**src/rtl/alu_seq_exec.sv**
```systemverilog
// alu_seq_exec: multi-cycle ALU execute unit with valid/ready on both sides.
// Non-shift ops finish in one cycle; shifts move one bit per cycle unless
// ALU_FAST_SHIFT_EN is defined, which swaps in a single-cycle barrel shifter.
// Results are identical in both builds; only shift latency differs.
module alu_seq_exec #(
    parameter int DATA_WIDTH = 32
) (
    input  logic                  clk,
    input  logic                  reset,
    input  logic                  in_valid,
    output logic                  in_ready,
    input  logic [3:0]            operation,
    input  logic [DATA_WIDTH-1:0] a,
    input  logic [DATA_WIDTH-1:0] b,
    output logic                  out_valid,
    input  logic                  out_ready,
    output logic [DATA_WIDTH-1:0] result,
    output logic                  zero,
    output logic                  illegal
);

    localparam int SHAMT_W = $clog2(DATA_WIDTH);

    localparam logic [3:0] OP_AND  = 4'b0000;
    localparam logic [3:0] OP_OR   = 4'b0001;
    localparam logic [3:0] OP_ADD  = 4'b0010;
    localparam logic [3:0] OP_XOR  = 4'b0011;
    localparam logic [3:0] OP_SLL  = 4'b0100;
    localparam logic [3:0] OP_SRL  = 4'b0101;
    localparam logic [3:0] OP_SUB  = 4'b0110;
    localparam logic [3:0] OP_SLT  = 4'b0111;
    localparam logic [3:0] OP_EQ   = 4'b1000;
    localparam logic [3:0] OP_SRA  = 4'b1001;
    localparam logic [3:0] OP_SLT2 = 4'b1100;

    typedef enum logic [1:0] {IDLE, SHIFT, DONE} state_t;

    state_t                  state, state_nx;
    logic [3:0]              op_q;
    logic [SHAMT_W-1:0]      count;
    logic [DATA_WIDTH-1:0]   res_q;
    logic                    ill_q;

    logic [SHAMT_W-1:0]      shamt;
    logic                    is_shift;
    logic                    go_shift;
    logic [DATA_WIDTH-1:0]   imm_res;
    logic                    imm_ill;
    logic [DATA_WIDTH-1:0]   shift_one;

    assign shamt    = b[SHAMT_W-1:0];
    assign is_shift = (operation == OP_SLL) || (operation == OP_SRL) || (operation == OP_SRA);

`ifdef ALU_FAST_SHIFT_EN
    assign go_shift = 1'b0;
`else
    // shamt==0 completes directly in IDLE with the unshifted operand
    assign go_shift = is_shift && (shamt != '0);
`endif

    // Single-cycle result for everything that does not iterate
    always_comb begin
        imm_res = '0;
        imm_ill = 1'b0;
        case (operation)
            OP_AND:          imm_res = a & b;
            OP_OR:           imm_res = a | b;
            OP_ADD:          imm_res = a + b;
            OP_XOR:          imm_res = a ^ b;
            OP_SUB:          imm_res = a - b;
            OP_SLT, OP_SLT2: imm_res = {{(DATA_WIDTH-1){1'b0}}, ($signed(a) < $signed(b))};
            OP_EQ:           imm_res = {{(DATA_WIDTH-1){1'b0}}, (a == b)};
`ifdef ALU_FAST_SHIFT_EN
            OP_SLL:          imm_res = a << shamt;
            OP_SRL:          imm_res = a >> shamt;
            OP_SRA:          imm_res = $signed(a) >>> shamt;
`else
            OP_SLL, OP_SRL, OP_SRA: imm_res = a;
`endif
            default:         imm_ill = 1'b1;
        endcase
    end

    // One-bit step of the iterative shifter; SRA replicates the sign bit
    always_comb begin
        shift_one = res_q;
        case (op_q)
            OP_SLL:  shift_one = {res_q[DATA_WIDTH-2:0], 1'b0};
            OP_SRL:  shift_one = {1'b0, res_q[DATA_WIDTH-1:1]};
            default: shift_one = {res_q[DATA_WIDTH-1], res_q[DATA_WIDTH-1:1]};
        endcase
    end

    // State register
    always_ff @(posedge clk) begin
        if (reset) state <= IDLE;
        else       state <= state_nx;
    end

    // Next-state: accept in IDLE, iterate in SHIFT, hold in DONE until taken
    always_comb begin
        state_nx = state;
        case (state)
            IDLE:    if (in_valid) state_nx = go_shift ? SHIFT : DONE;
            SHIFT:   if (count == SHAMT_W'(1)) state_nx = DONE;
            DONE:    if (out_ready) state_nx = IDLE;
            default: state_nx = IDLE;
        endcase
    end

    // Datapath: res_q doubles as the shift register while iterating
    always_ff @(posedge clk) begin
        if (reset) begin
            op_q  <= '0;
            count <= '0;
            res_q <= '0;
            ill_q <= 1'b0;
        end else begin
            case (state)
                IDLE: begin
                    if (in_valid) begin
                        op_q <= operation;
                        if (go_shift) begin
                            res_q <= a;
                            count <= shamt;
                            ill_q <= 1'b0;
                        end else begin
                            res_q <= imm_res;
                            ill_q <= imm_ill;
                        end
                    end
                end
                SHIFT: begin
                    res_q <= shift_one;
                    count <= count - 1'b1;
                end
                default: ;
            endcase
        end
    end

    assign in_ready  = (state == IDLE);
    assign out_valid = (state == DONE);
    assign result    = res_q;
    assign zero      = (res_q == '0);
    assign illegal   = ill_q;

endmodule

```
**config.mk**
```make
export PLATFORM = sky130hd
export DESIGN_NAME = alu_seq_exec
export DESIGN_NICKNAME = d
export VERILOG_FILES = /design/src/rtl/alu_seq_exec.sv
export SDC_FILE = /design/constraint.sdc
export NUM_CORES = 1
export LEC_CHECK = 0
export BUFFER_PORTS_ARGS = -buffer_cell sky130_fd_sc_hd__buf_4
export CAP_MARGIN = 20
export CORE_MARGIN = 3
export CORE_UTILIZATION = 40
export CTS_CLUSTER_DIAMETER = 60
export DETAILED_ROUTE_END_ITERATION = 6
export GPL_TIMING_DRIVEN = 0
export PLACE_DENSITY = 0.67
export SLEW_MARGIN = 5
export SYNTH_ARGS = -nofsm -noshare
export SYNTH_HDL_FRONTEND = slang
export SYNTH_SLANG_ARGS = --single-unit
```
**constraint.sdc**
```tcl
create_clock -name clk -period 4.15 [get_ports clk]
set_input_delay 0.415 -clock clk [delete_from_list [all_inputs] [get_ports clk]]
set_output_delay 0.415 -clock clk [all_outputs]
set_load 0.01 [all_outputs]
```
# ---- After elaboration in Yosys (flattened, before gate mapping)
# Index checks and enable logic that the tools add are counted.
dict set report classes {
  add_sub_neg 3
  n_mul 0
  n_div 0
  magnitude_cmp 1
  n_eq_ne 21
  shift 0
  n_mux 15
  n_bitwise 3
  n_reduce_logical 16
}
# operator n
set op_table {}
lappend op_table {{$pmux 32 s8} 1}
lappend op_table {{$pmux 32 s2} 2}
lappend op_table {{$mux 32} 2}
lappend op_table {{$add 32x32->32} 1}
lappend op_table {{$and 32x32->32} 1}
lappend op_table {{$eq 32x32->1} 1}
lappend op_table {{$logic_not 32->1} 1}
lappend op_table {{$lt 32x32->1} 1}
lappend op_table {{$or 32x32->32} 1}
lappend op_table {{$sub 32x32->32} 1}
lappend op_table {{$xor 32x32->32} 1}
lappend op_table {{$eq 4x3->1 const B} 6}
lappend op_table {{$eq 4x4->1 const B} 3}
lappend op_table {{$reduce_or 11->1} 1}
lappend op_table {{$mux 5} 2}
lappend op_table {{$pmux 5 s2} 1}
lappend op_table {{$reduce_and 3->1} 3}
lappend op_table {{$eq 4x2->1 const B} 2}
lappend op_table {{$mux 2} 4}
lappend op_table {{$pmux 2 s3} 1}
lappend op_table {{$eq 5x1->1 const B} 1}
lappend op_table {{$reduce_bool 5->1} 1}
lappend op_table {{$sub 5x1->5 const B} 1}
lappend op_table {{$eq 4x1->1 const B} 1}
lappend op_table {{other kinds (14)} 19}
dict set report totals {
  regBits 44
  latch_bits 0
  mem_bits_rw 0
  romBits 0
  output_inout_bits 36
  mem_count 0
}

# ---- Longest topological paths before layout
dict set report logic_depth {
  word_depth 7
  depth_mapped 14
}

# ---- Worst setup path after synthesis
# OpenSTA, ideal clock, no wires.
dict set report synth_timing {
  path_kind {input -> register}
  start {input port a[0]}
  end {register res_q[18], in the netlist result[18]}
  arrival_ns 3.161
  setup_slack_ns 0.915
  cell_stages 13
  path_buffers 0
  path_cell_list {ha_1 -> inv_1 -> fa_1 -> and2b_1 -> o211ai_1 -> a211oi_2 -> o21ai_1 -> a2111oi_2 -> o31ai_1 -> nor4b_1 -> or4_1 -> a21o_1 -> a31oi_1}
}
dict set report synth_between {
  elab_chain_cells 5
  word_cells_on_any_way 6
}
# item line
set synth_rtl {}
lappend synth_rtl {{start: declaration} 13} ;# input logic [DATA_WIDTH-1:0] a,
lappend synth_rtl {{$sub 32x32->32 or $add 32x32->32 (tied branches)} {70, 68}}
lappend synth_rtl {{$pmux 32 s8 (*)} 65} ;# case (operation)
lappend synth_rtl {{$mux 32 (*)} 123} ;# if (go_shift) begin
lappend synth_rtl {{$mux 32 (*)} 121} ;# if (in_valid) begin
lappend synth_rtl {{$pmux 32 s2 (*)} 119} ;# case (state)
lappend synth_rtl {{end signal: assignment} 128} ;# res_q <= imm_res;
lappend synth_rtl {{end signal: assignment} 134} ;# res_q <= shift_one;
lappend synth_rtl {{end: declaration} 41} ;# logic [DATA_WIDTH-1:0] res_q;
# Mark *: on every way between the ends. The rest lies on a longest branch, timed or not. The select of a mux whose other input is x is not followed.
# A chain may end at the register's enable or synchronous reset.

# ---- Final worst setup path
dict set report layout_timing {
  start {input port operation[2]}
  end {register res_q[6], in the netlist result[6]}
}
dict set report layout_between {
  elab_chain_cells 7
  word_cells_on_any_way 20
}
# item line
set layout_rtl {}
lappend layout_rtl {{start: declaration} 12} ;# input logic [3:0] operation,
lappend layout_rtl {{branches (longest 4 deep; another with $pmux 32 s8)} -}
lappend layout_rtl {{$mux 32 (*)} 123}
lappend layout_rtl {{$mux 32 (*)} 121}
lappend layout_rtl {{$pmux 32 s2 (*)} 119}
# Mark *: on every way between the ends. The select of a mux whose other input is x is not followed.

==> flow_metrics.py <==
metrics = {
    "outcome": {
        "status": "finished clean",
    },
    "setup_path": {
        "rrSetupSlack_ns": 1.35,
        "critPathLaunchType": "input port",
        "cp_max_fo": 10,
        "reg2regPathDepth": 8,
        "critPathKind": "in -> reg",
        "arrival_ns": 4.21,
        "critPathCaptureType": "flip-flop",
        "worstPathRequired_ns": 4.37,
    },
    "pwr": {
        "power_mw": 2.05,
        "powerDensity_nw_per_um2": 234,
        "p_leak_nw": 3.80,
        "vdd_ir_drop_max_mv": 0.194,
    },
    "final_layout": {
        "drive_gt1_share_pct": 12.6,
        "final_cell_area_um2": 8730,
        "final_cells": 1419,
        "nNetsFinal": 1363,
        "n_fill_cell": 1910,
        "final_core_util_pct": 48.1,
        "syn2layout_area_growth_pct": 16.8,
        "seq_area_um2": 881,
        "multi_input_area_um2": 5930,
    },
    "die": {
        "die_x_um": 143,
        "fp-row-count": 49,
        "io_pins": 108,
        "die_h_um": 143,
        "core_area_um2": 18100,
        "dieArea_um2": 20400,
        "start_util_pct": 41.2,
    },
    "place": {
        "gp_congestion": 0.955,
        "place_ws_ns": -0.0423,
        "place_inst": 1409,
        "port_buffers": 103,
        "dp_hpwl_um": 24000,
        "place_area_um2": 8550,
    },
    "global_route": {
        "grt-ovfl-total": 0,
        "gr-usage-all-layers_pct": 29.3,
        "grt_pass1_vias": 8678,
        "grt_pass1_wl_um": 47400,
        "grt_start_max_net_pins": 14,
        "antenna_found_initial": 1,
    },
    "drt": {
        "dr_wl_met3_um": 3660,
        "wl_met2_um": 13200,
        "routed_wl_um": 31100,
        "drt-vias-per-instance": 6.53,
        "ant_nets": 0,
        "routedWlPerCell_um": 21.9,
        "drtIter0Drc": 1195,
        "dr.max_layer_used": "met4",
        "wl_met1_um": 12700,
        "vias": 9267,
        "drc_errors": 0,
        "drt-pass1-iter-count": 6,
    },
    "timing": {
        "finClkSkew_ns": 0.00972,
        "finalSetupViolCount": 0,
        "whs_ns": 0.447,
        "rsz0062_at_grt": "false",
        "period_needed_ns": 3.98,
        "report.final.hold_viol_count": 0,
        "setup_tns_ns": 0,
        "clock.fmax_mhz": 251,
        "tightest_slew_ns": 1.02,
        "fin_crit_sh_pct": 96.0,
        "max_slew_margin_pct": 31.0,
        "layout_setup_ws_ns": 0.165,
        "slew_violations": 0,
    },
    "synthesis": {
        "postSynthAreaPerCell_um2": 6.95,
        "ys_ff_latch": 44,
        "synthCells": 1076,
        "syn_nets": 1251,
        "async_flop_share_pct": 0,
        "synth_cell_types": 83,
        "ys.warnings.count": 0,
        "seq_area_frac_synth_pct": 11.8,
        "synth_edf_count": 0,
        "ys.flop_type": "dfxtp_1",
        "synth_area_um2": 7470,
    },
    "clocking": {
        "htree_levels": 2,
        "numClockSinks": 44,
        "cts_buffer_depth": 2,
        "numCtsBuffers": 5,
        "postCtsSetupBuffers": 0,
        "clock_latency_ns": 0.29,
        "cts_tree": "yes",
        "path_clk_slew_ns": 0.07,
        "clockRootBuffer": "clkbuf_16",
    },
    "run": {
        "drv_cap": 0,
    },
    "hold_path": {
        "hold_class": "in -> reg",
        "whs_path_depth": 3,
    },
}
==> flip-flops by register name (all words and copies together) (netlist names) <==
name,count
op_q,4
illegal,1
result,32
state,2
count,5
==> worst max-delay path: stages <==
cell and delay [ns]:
clkbuf_1 0.33, inv_1 0.19, mux2_2 0.31, nor2_1 0.69, clkdlybuf4s15_1 0.79, clkbuf_1 0.76
a221oi_1 0.28, o211ai_1 0.18, nand3_1 0.10, a21oi_1 0.15
==> path summary, 6_finish.rpt <==
kind | to | from
max | result[6] | operation[2]
min | count[0] | b[0]
max reg2reg | result[13] | state[1]
min reg2reg | illegal | illegal
==> cells by family (layout without fill, tap and decap cells) <==
group / Yosys count / count (layout) / share of synthesized area, %
buf+inv: 175 / 288 / 8.92
other cells: 0 / 1 / 0
flops: 44 / 44 / 11.8
compound gates: 425 / 425 / 39.5
fa+ha+maj: 103 / 103 / 17.4
simple gates: 311 / 311 / 20.1
mux: 6 / 6 / 0.854
xor+xnor: 12 / 12 / 1.41
==> synth_stat cells (15+ instances only) <==
master	n	area [um2]
a21oi_1	102	510
ha_1	101	1260
inv_1	104	390
a221o_1	23	230
nor3_1	25	125
nor4_1	20	125
dfxtp_1	44	881
o221ai_1	18	158
clkbuf_1	60	225
a221oi_1	35	307
o21ai_0	76	380
a211oi_1	15	113
nor2_1	91	342
o21ai_1	20	100
o21bai_1	18	135
nand2_1	90	338
==> layout make-up <==
type / instances / share of cell area [%]
Multi-Input combinational cell: 857 / 67.9
Sequential cell: 44 / 10.1
Timing Repair Buffer: 105 / 9.07
Inverter: 108 / 4.64
Tap cell: 229 / 3.28
Buffer: 67 / 3.08
Clock buffer: 6 / 1.48
Clock inverter: 2 / 0.401
Antenna cell: 1 / 0.0287
==> power by group <==
group	switching [mW]	internal [mW]	leakage, nW
sequential	0.0672	0.461	0.361
combinational	0.655	0.407	3.36
clock	0.173	0.284	0.0808
total	0.895	1.15	3.80
==> layout by cell type (no fill, tap or decap), types with 23 or more instances in the layout <==
cell type and n:
a221o_1 23, dfxtp_1 44, ha_1 101, a21oi_1 102, clkbuf_1 59, nor2_1 91, inv_1 104, nand2_1 90
nor3_1 24, buf_4 104, a221oi_1 35, o21ai_0 76
==> layer usage <==
layer,up-vias,GRT usage [%]
met5,-,0
met4,0,13.1
met3,112,6.23
met2,617,43.9
met1,4314,40.2
li1,4224,-
==> repair_timing <==
item	4_1_cts	5_1_grt
setup endpoints to repair	0	2
resized for setup	0	5
hold buffers	0	0
(Power assumes the default switching activity.)
